$ cat config.mk
export PLATFORM = sky130hd
export DESIGN_NAME = alu_issue_ctrl
export DESIGN_NICKNAME = d
export VERILOG_FILES = /design/src/rtl/alu_issue_ctrl.sv
export SDC_FILE = /design/constraint.sdc
export NUM_CORES = 1
export LEC_CHECK = 0
export ABC_AREA = 0
export BUFFER_PORTS_ARGS = -buffer_cell sky130_fd_sc_hd__buf_4
export CORE_MARGIN = 10
export CORE_UTILIZATION = 50
export CTS_BUF_LIST = sky130_fd_sc_hd__clkbuf_2
export DETAILED_ROUTE_END_ITERATION = 12
export HOLD_SLACK_MARGIN = 0.1
export PLACE_DENSITY = 0.78
export SETUP_SLACK_MARGIN = 0.3
export SLEW_MARGIN = 20
export SYNTH_ARGS = -nofsm -noshare
export SYNTH_HDL_FRONTEND = slang
export SYNTH_SLANG_ARGS = --single-unit
export TNS_END_PERCENT = 10
$ cat constraint.sdc
create_clock -name clk -period 4.3 [get_ports clk]
set_input_delay 0.645 -clock clk [delete_from_list [all_inputs] [get_ports clk]]
set_output_delay 0.645 -clock clk [all_outputs]
set_load 0.005 [all_outputs]
$ cat src/rtl/alu_issue_ctrl.sv
// RV32I issue/capture around a combinational ALU: decode to selector and operands
// in stage 1, turn the ALU result into writeback or redirect outcomes in stage 2.
module alu_issue_ctrl #(
   parameter int XLEN = 32,
   parameter int OP_W = 5
) (
   input  logic            clk,
   input  logic            rst_n,
   input  logic            in_valid,
   output logic            in_ready,
   input  logic [31:0]     in_instr,
   input  logic [XLEN-1:0] in_pc,
   input  logic [XLEN-1:0] in_rs1,
   input  logic [XLEN-1:0] in_rs2,
   output logic [OP_W-1:0] operationSelector,
   output logic [XLEN-1:0] operandA,
   output logic [XLEN-1:0] operandB,
   input  logic [XLEN-1:0] outputResult,
   input  logic            zeroFlag,
   output logic            out_valid,
   input  logic            out_ready,
   output logic [4:0]      out_rd,
   output logic            out_wb_en,
   output logic [XLEN-1:0] out_wb_data,
   output logic            out_redirect,
   output logic [XLEN-1:0] out_target,
   output logic            out_illegal
);

   localparam logic [OP_W-1:0] OP_AND   = OP_W'(5'b00000);
   localparam logic [OP_W-1:0] OP_OR    = OP_W'(5'b00001);
   localparam logic [OP_W-1:0] OP_ADD   = OP_W'(5'b00010);
   localparam logic [OP_W-1:0] OP_SUB   = OP_W'(5'b00011);
   localparam logic [OP_W-1:0] OP_BEQ   = OP_W'(5'b00100);
   localparam logic [OP_W-1:0] OP_BLT   = OP_W'(5'b00101);
   localparam logic [OP_W-1:0] OP_BNE   = OP_W'(5'b00110);
   localparam logic [OP_W-1:0] OP_BLTU  = OP_W'(5'b00111);
   localparam logic [OP_W-1:0] OP_BGE   = OP_W'(5'b01000);
   localparam logic [OP_W-1:0] OP_BGEU  = OP_W'(5'b01001);
   localparam logic [OP_W-1:0] OP_XOR   = OP_W'(5'b01010);
   localparam logic [OP_W-1:0] OP_SLT   = OP_W'(5'b01011);
   localparam logic [OP_W-1:0] OP_SLTU  = OP_W'(5'b01100);
   localparam logic [OP_W-1:0] OP_SLL   = OP_W'(5'b01110);
   localparam logic [OP_W-1:0] OP_SRL   = OP_W'(5'b01111);
   localparam logic [OP_W-1:0] OP_SRA   = OP_W'(5'b10000);
   localparam logic [OP_W-1:0] OP_PASSB = OP_W'(5'b10001);

   localparam logic [6:0] OPC_LOAD   = 7'b0000011;
   localparam logic [6:0] OPC_IMM    = 7'b0010011;
   localparam logic [6:0] OPC_AUIPC  = 7'b0010111;
   localparam logic [6:0] OPC_STORE  = 7'b0100011;
   localparam logic [6:0] OPC_OP     = 7'b0110011;
   localparam logic [6:0] OPC_LUI    = 7'b0110111;
   localparam logic [6:0] OPC_BRANCH = 7'b1100011;
   localparam logic [6:0] OPC_JALR   = 7'b1100111;
   localparam logic [6:0] OPC_JAL    = 7'b1101111;

   // funct3 to ALU op; alt selects SUB/SRA where that encoding exists
   function automatic logic [OP_W-1:0] aluOp(input logic [2:0] f3, input logic alt);
      case (f3)
         3'b000:  aluOp = alt ? OP_SUB : OP_ADD;
         3'b001:  aluOp = OP_SLL;
         3'b010:  aluOp = OP_SLT;
         3'b011:  aluOp = OP_SLTU;
         3'b100:  aluOp = OP_XOR;
         3'b101:  aluOp = alt ? OP_SRA : OP_SRL;
         3'b110:  aluOp = OP_OR;
         default: aluOp = OP_AND;
      endcase
   endfunction

   logic [6:0]      opcode;
   logic [2:0]      funct3;
   logic [6:0]      funct7;
   logic [4:0]      rdField;
   logic [XLEN-1:0] immI, immS, immB, immU, immJ;

   assign opcode  = in_instr[6:0];
   assign funct3  = in_instr[14:12];
   assign funct7  = in_instr[31:25];
   assign rdField = in_instr[11:7];
   assign immI = {{(XLEN-12){in_instr[31]}}, in_instr[31:20]};
   assign immS = {{(XLEN-12){in_instr[31]}}, in_instr[31:25], in_instr[11:7]};
   assign immB = {{(XLEN-13){in_instr[31]}}, in_instr[31], in_instr[7],
                  in_instr[30:25], in_instr[11:8], 1'b0};
   assign immU = {{(XLEN-32){in_instr[31]}}, in_instr[31:12], 12'b0};
   assign immJ = {{(XLEN-21){in_instr[31]}}, in_instr[31], in_instr[19:12],
                  in_instr[20], in_instr[30:21], 1'b0};

   logic [OP_W-1:0] decSel;
   logic [XLEN-1:0] decA, decB;
   logic            decWb, decIllegal, decBranch, decJal, decJalr;

   always_comb begin
      decSel     = OP_ADD;
      decA       = in_rs1;
      decB       = immI;
      decWb      = 1'b0;
      decIllegal = 1'b0;
      decBranch  = 1'b0;
      decJal     = 1'b0;
      decJalr    = 1'b0;
      case (opcode)
         OPC_OP: begin
            decB   = in_rs2;
            decWb  = 1'b1;
            decSel = aluOp(funct3, funct7[5]);
            if (funct7 == 7'b0100000)
               decIllegal = !(funct3 == 3'b000 || funct3 == 3'b101);
            else if (funct7 != 7'b0000000)
               decIllegal = 1'b1;
         end
         OPC_IMM: begin
            decWb  = 1'b1;
            decSel = aluOp(funct3, (funct3 == 3'b101) && funct7[5]);
            if (funct3 == 3'b001)
               decIllegal = (funct7 != 7'b0000000);
            else if (funct3 == 3'b101)
               decIllegal = (funct7 != 7'b0000000) && (funct7 != 7'b0100000);
         end
         OPC_LOAD: begin
            decWb      = 1'b1;
            decIllegal = (funct3 == 3'b011) || (funct3[2:1] == 2'b11);
         end
         OPC_STORE: begin
            decB       = immS;
            decIllegal = funct3[2] || (funct3 == 3'b011);
         end
         OPC_JALR: begin
            decWb      = 1'b1;
            decJalr    = 1'b1;
            decIllegal = (funct3 != 3'b000);
         end
         OPC_JAL: begin
            decA   = in_pc;
            decB   = immJ;
            decWb  = 1'b1;
            decJal = 1'b1;
         end
         OPC_AUIPC: begin
            decA  = in_pc;
            decB  = immU;
            decWb = 1'b1;
         end
         OPC_LUI: begin
            decSel = OP_PASSB;
            decB   = immU;
            decWb  = 1'b1;
         end
         OPC_BRANCH: begin
            decB      = in_rs2;
            decBranch = 1'b1;
            case (funct3)
               3'b000:  decSel = OP_BEQ;
               3'b001:  decSel = OP_BNE;
               3'b100:  decSel = OP_BLT;
               3'b101:  decSel = OP_BGE;
               3'b110:  decSel = OP_BLTU;
               3'b111:  decSel = OP_BGEU;
               default: decIllegal = 1'b1;
            endcase
         end
         default: decIllegal = 1'b1;
      endcase
      // illegal words become inert ADDs that still flow to stage 2
      if (decIllegal) begin
         decSel    = OP_ADD;
         decWb     = 1'b0;
         decBranch = 1'b0;
         decJal    = 1'b0;
         decJalr   = 1'b0;
      end
      if (rdField == 5'd0)
         decWb = 1'b0;
   end

   logic            s1ValidReg, s1WbReg, s1IllegalReg, s1BranchReg, s1JalReg, s1JalrReg;
   logic [4:0]      s1RdReg;
   logic [XLEN-1:0] s1TargetReg, s1LinkReg;
   logic            s1Load, s2Load;

   // stage 1 only advances together with stage 2, keeping the ALU inputs stable under stall
   assign in_ready = !s1ValidReg || !out_valid || out_ready;
   assign s1Load   = in_valid && in_ready;
   assign s2Load   = s1ValidReg && (!out_valid || out_ready);

   always_ff @(posedge clk or negedge rst_n) begin
      if (!rst_n) begin
         s1ValidReg        <= 1'b0;
         s1WbReg           <= 1'b0;
         s1IllegalReg      <= 1'b0;
         s1BranchReg       <= 1'b0;
         s1JalReg          <= 1'b0;
         s1JalrReg         <= 1'b0;
         s1RdReg           <= '0;
         s1TargetReg       <= '0;
         s1LinkReg         <= '0;
         operationSelector <= OP_ADD;
         operandA          <= '0;
         operandB          <= '0;
      end else if (s1Load) begin
         s1ValidReg        <= 1'b1;
         s1WbReg           <= decWb;
         s1IllegalReg      <= decIllegal;
         s1BranchReg       <= decBranch;
         s1JalReg          <= decJal;
         s1JalrReg         <= decJalr;
         s1RdReg           <= rdField;
         s1TargetReg       <= in_pc + immB;
         s1LinkReg         <= in_pc + XLEN'(4);
         operationSelector <= decSel;
         operandA          <= decA;
         operandB          <= decB;
      end else if (s2Load) begin
         s1ValidReg <= 1'b0;
      end
   end

   always_ff @(posedge clk or negedge rst_n) begin
      if (!rst_n) begin
         out_valid    <= 1'b0;
         out_rd       <= '0;
         out_wb_en    <= 1'b0;
         out_wb_data  <= '0;
         out_redirect <= 1'b0;
         out_target   <= '0;
         out_illegal  <= 1'b0;
      end else if (s2Load) begin
         out_valid   <= 1'b1;
         out_rd      <= s1RdReg;
         out_wb_en   <= s1WbReg;
         out_illegal <= s1IllegalReg;
         if (s1BranchReg) begin
            out_redirect <= zeroFlag;
            out_target   <= s1TargetReg;
            out_wb_data  <= outputResult;
         end else if (s1JalReg || s1JalrReg) begin
            out_redirect <= 1'b1;
            out_target   <= s1JalrReg ? {outputResult[XLEN-1:1], 1'b0} : outputResult;
            out_wb_data  <= s1LinkReg;
         end else begin
            out_redirect <= 1'b0;
            out_target   <= '0;
            out_wb_data  <= outputResult;
         end
      end else if (out_ready) begin
         out_valid <= 1'b0;
      end
   end

endmodule

# After elaboration in Yosys (flattened, before gate mapping)
# Index checks and enable logic that the tools add are counted.
# Widths: inputs -> output; s select.
totals:
  reg_bits: 217
  input_bits: 165
  output_inout_bits: 143
  word_cells: 103
op_classes:
  addsub: 2
  n_eq_ne: 19
  mux: 37
  reduce_logical: 26
ops:
  columns: ["op", "n"]
  rows:
  - ["$mux 32", 5]
  - ["$pmux 32 s4", 1]
  - ["$pmux 5 s7", 2]
  - ["$add 32x3->32 const B", 1]
  - ["$add 32x32->32", 1]
  - ["$eq 7x6->1 const B", 4]
  - ["$pmux 4 s6", 1]
  - ["$mux 1", 23]
  - ["$eq 7x7->1 const B", 3]
  - ["$pmux 5 s4", 1]
  - ["$mux 5", 3]
  - ["$eq 7x5->1 const B", 2]
  - ["$eq 3x3->1 const B", 4]
  - ["$eq 7x2->1 const B", 1]
  - ["$logic_or 1x1->1", 7]
  - ["$ne 7x6->1 const B", 1]
  - ["$pmux 1 s7", 1]
  - ["$reduce_bool 7->1", 1]
  - ["$reduce_or 7->1", 1]
  - ["$eq 3x2->1 const B", 2]
  - ["$reduce_or 2->1", 3]
  - ["$reduce_or 6->1", 1]
  - ["$logic_not 5->1", 1]
  - ["$logic_and 1x1->1", 4]
  - ["7 further kinds", 10]

# Depth between registers and ports, before layout
logic_depth:
  depth_word: 7
  mapped_depth: 9
  mapped_depth_nobuf: 9

# Worst setup path before layout
# No wires, ideal clock.
synth_timing:
  path_kind: "input port to flip-flop"
  startpoint: "input in_instr[8]"
  endpoint: "register s1TargetReg[27]"
  setup_ns: 0.095
  arrival_time_ns: 2.512
  required_time_ns: 4.205
  slack_ns: 1.693
  path_stages: 9
  n_path_buf: 0
  cell_sequence: "ha_1 -> fa_1 -> a21o_1 -> a221oi_2 -> o22ai_1 -> nand4_1 -> a21oi_1 -> o21a_1 -> o31ai_1"
synth_via:
  elab_chain_len: 1
synth_rtl:
  columns: ["element", "line_no", "source"]
  rows:
  - ["start: declaration", "11", "input logic [31:0] in_instr,"]
  - ["$add 32x32->32", "209", "s1TargetReg <= in_pc + immB;"]
  - ["end signal: assignment", "209", null]
  - ["end: declaration", "179", "logic [XLEN-1:0] s1TargetReg, s1LinkReg;"]
# No other way between the ends.
# A chain may end at the register's enable or synchronous reset.

# Worst setup path in the final report
layout_timing:
  startpoint: "input in_instr[0]"
  endpoint: "register operandA[21]"
layout_via:
  elab_chain_len: 3
  elab_cells_between_ends: 4
layout_rtl:
  columns: ["element", "line_no", "source"]
  rows:
  - ["$eq 7x7->1 or $eq 7x5->1 (tied branches)", "103", "case (opcode)"]
  - ["$reduce_or 2->1 (no source line) (*)", null, null]
  - ["$mux 32 (*)", "103", null]
  - ["end signal: assignment", "199", "operandA <= '0;"]
  - ["end signal: assignment", "212", "operandA <= decA;"]
  - ["end: declaration", "16", "output logic [XLEN-1:0] operandA,"]
# Mark *: on every way between the ends. The rest lies on a longest branch, timed or not.

==> results_dict.tcl <==
set metrics [dict create \
    outcome "completed" \
    crit_chain "dlygate4sd3_1, buf_4, nand2_1, nor2_1, nand3_1, o21ai_4, buf_4, mux2i_1, dlygate4sd3_1, o21ai_1" \
    core_area_um2 22600 \
    setup_viol 0 \
    htree_levels 2 \
    multi_input_area_um2 5690 \
    via_per_inst 5.73 \
    hold-worst-slack_ns 0.147 \
    grt_antenna_before_repair 2 \
    pin_count 308 \
    clkLatencyLatePin_ns 0.87 \
    post-route-min-period_ns 3.30 \
    grt_pass1_vias 11800 \
    wirelength_um 42000 \
    yosys_warnings 0 \
    drt_first_iter_violations 918 \
    r2r_start "s1ValidReg" \
    cts-root-buf "clkbuf_2" \
    path_class "input port to register" \
    fin_nets 1902 \
    startpoint_type "input port" \
    place_congestion 0.909 \
    initial_core_util 0.507 \
    grt_max_degree 111 \
    irDropWorstVdd_mv 0.234 \
    drive_above_1_share 0.252 \
    fp.dieH_um 171 \
    cp-startpoint "in_instr[0]" \
    detail_route.wl_per_cell_um 20.6 \
    rsz0062_at_grt "false" \
    required_ns 4.99 \
    maxSlewHeadroom 0.232 \
    yosysSeqAreaShare 0.473 \
    slew_viol_final 0 \
    ctsResizeCount 0 \
    numCtsBuffers 55 \
    rr_worst_depth 6 \
    endpoint "operandA[21]" \
    timing.rr.end "operandB[1]" \
    drv_cap 0 \
    timing.final.crit_share 0.766 \
    grtUsageTotal 0.279 \
    fin_cells 2033 \
    ys.flop_type "dfrtp_1" \
    cts.sinks 216 \
    power.density_nw_per_um2 325 \
    min_path_type "input port to register" \
    leakage_nw 7.34 \
    crit_fanout 23 \
    core.rowCount 55 \
    syn_inst 1240 \
    drtAntennaViolNets 0 \
    regArea_um2 5410 \
    cp.depth 10 \
    totalPowerFinal_mw 5.22 \
    portBuffers 307 \
    finish.utilization 0.712 \
    synth_area_um2 11400 \
    synthArstFlopShare 1.00 \
    fmax_ghz 0.303 \
    chipWidth_um 171 \
    finalSetupTns_ns 0 \
    synth_edf_count 0 \
    drc 0 \
    synth_cell_type_count 68 \
    drt_pass1_iterations 5 \
    path_clk_slew_ns 0.13 \
    worstMarginPinSlew_ns 1.15 \
    max_stage_delay_ns 0.60 \
    clk_path_buf_depth 3 \
    tritoncts "done" \
    timing_hold_violations_final 0 \
    finClkSkew_ns 0.0608 \
    die-area_um2 29300 \
    dp_cells 1769 \
    slowest_stage "dlygate4sd3_1" \
    grt_pass1_wl_um 65000 \
    area_growth_pct 40.4 \
    grt_overflow_total 0 \
    reg2reg_slack_ns 1.66 \
    ys_ff_latch 216 \
    post-dp-hpwl_um 28300 \
    syn_nets 1437 \
    crit_path_end_kind "register" \
    synth.avg_cell_area_um2 9.22 \
    vias 11600 \
    cp.buffers_inverters 4 \
    fillers 1600 \
    cp.arrival_ns 3.99 \
    crit_family "buffers and inverters" \
]
==> what timing repair did <==
| action | in CTS | in global routing |
|---|---|---|
| endpoints found under the hold margin | 252 | 0 |
| setup buffers | 0 | 0 |
| hold buffers | 164 | 0 |
| endpoints found under the setup margin | 0 | 0 |
==> cell usage in the layout, fill, tap and decap left out, drive strengths merged, types with 3 or more instances in the layout <==
master	instances
a21o	16
and3	12
mux2	8
nand4	15
clkbuf	89
clkinv	8
o21ai	182
nor3	11
xnor2	20
a31oi	19
or3	3
o22ai	5
nor4b	4
o21a	5
dfrtp	215
a221oi	16
o2111ai	3
dlygate4sd3	164
buf	319
a22oi	42
nand2b	5
inv	15
nand2	248
ha	31
a211oi	6
nor2b	3
o211ai	7
a21oi	47
o31ai	6
and2	4
nor2	62
mux2i	66
diode	3
xor2	35
nand3	19
nor4	5
==> worst reg2reg max path, cell delays in order (launching register included) <==
cell           delay (ns)
dfrtp_1              0.44
nand3b_1             0.27
nand2_4              0.33
buf_12               0.37
a221oi_1             0.41
a21oi_1              0.11
dlygate4sd3_1        0.57
==> registers in the layout, indices dropped and copies added, names as in the netlist, 5 cells and up <==
register and count:
s1LinkReg 31, out_rd 5, out_target 32, s1RdReg 5, out_wb_data 32, operandB 32, s1TargetReg 32, operationSelector 5
operandA 32
==> routing by layer <==
metal,vias to the layer above,GRT usage,routed length [µm],part of all wire
met5,-,0,0,0
met3,123,0.0871,4370,0.10
met1,5511,0.348,16600,0.40
li1,5393,-,-,-
met4,0,0.125,1740,0.041
met2,616,0.437,19300,0.46
==> cell type report <==
| class | instances | share of cell area |
|---|---|---|
| Antenna cell | 3 | 0.000467 |
| Clock buffer | 88 | 0.0274 |
| Clock inverter | 9 | 0.00280 |
| Inverter | 15 | 0.00350 |
| Multi-Input combinational cell | 933 | 0.354 |
| Sequential cell | 216 | 0.337 |
| Tap cell | 285 | 0.0222 |
| Timing Repair Buffer | 484 | 0.253 |
==> metrics by stage <==
step | area (µm²) | setup slack [ns]
finish | 16100 | 1.00
global route | 16100 | 0.912
CTS | 16100 | 1.27
detailed placement | 13900 | 1.13
global placement | 13900 | 1.22
floorplan | 11400 | 1.69
==> cell usage after synthesis (15+ instances only) <==
cell type    n  share of area
o21ai_0    106          0.046
dfrtp_1    215           0.47
nand3_1     19         0.0083
a22oi_1     42          0.028
mux2i_1     66          0.058
a31oi_1     19          0.010
nor2_1      62          0.020
a21oi_1     47          0.021
a221oi_1    15          0.011
o21ai_1     75          0.033
xnor2_1     20          0.015
nand2_1    246          0.081
clkbuf_1    56          0.018
xor2_1      35          0.027
a21o_1      15         0.0098
nand4_1     15         0.0082
ha_1        31          0.034
==> worst min-delay path by stage <==
stage / from / to / slack [ns] / depth (start not counted)
global route: in_rs2[3] / operandB[3] / 0.11 / 3
CTS: in_rs2[3] / operandB[3] / 0.10 / 3
floorplan: rst_n / operandA[0] / 0.35 / 0
global placement: s1RdReg[3] / s1RdReg[3] / 0.45 / 2
finish: in_instr[20] / operandB[20] / 0.15 / 3
detailed placement: s1RdReg[0] / s1RdReg[0] / 0.46 / 2
==> kinds of logic after synthesis <==
family                   count (synthesis)  share of synthesized area
XOR/XNOR                                55                     0.0421
AO/OA/AOI/OAI                          373                      0.199
AND/OR/NAND/NOR                        399                      0.152
adder cells (fa/ha/maj)                 32                     0.0357
flip-flops                             216                      0.473
multiplexers                            74                     0.0656
buffers and inverters                   91                     0.0333
==> report_power, final <==
part / internal [mW] / leakage [nW] / switching [mW]
combinational: 0.647 / 4.27 / 0.687
sequential: 2.29 / 2.68 / 0.185
clock: 0.536 / 0.385 / 0.876
(Power assumes the default switching activity.)
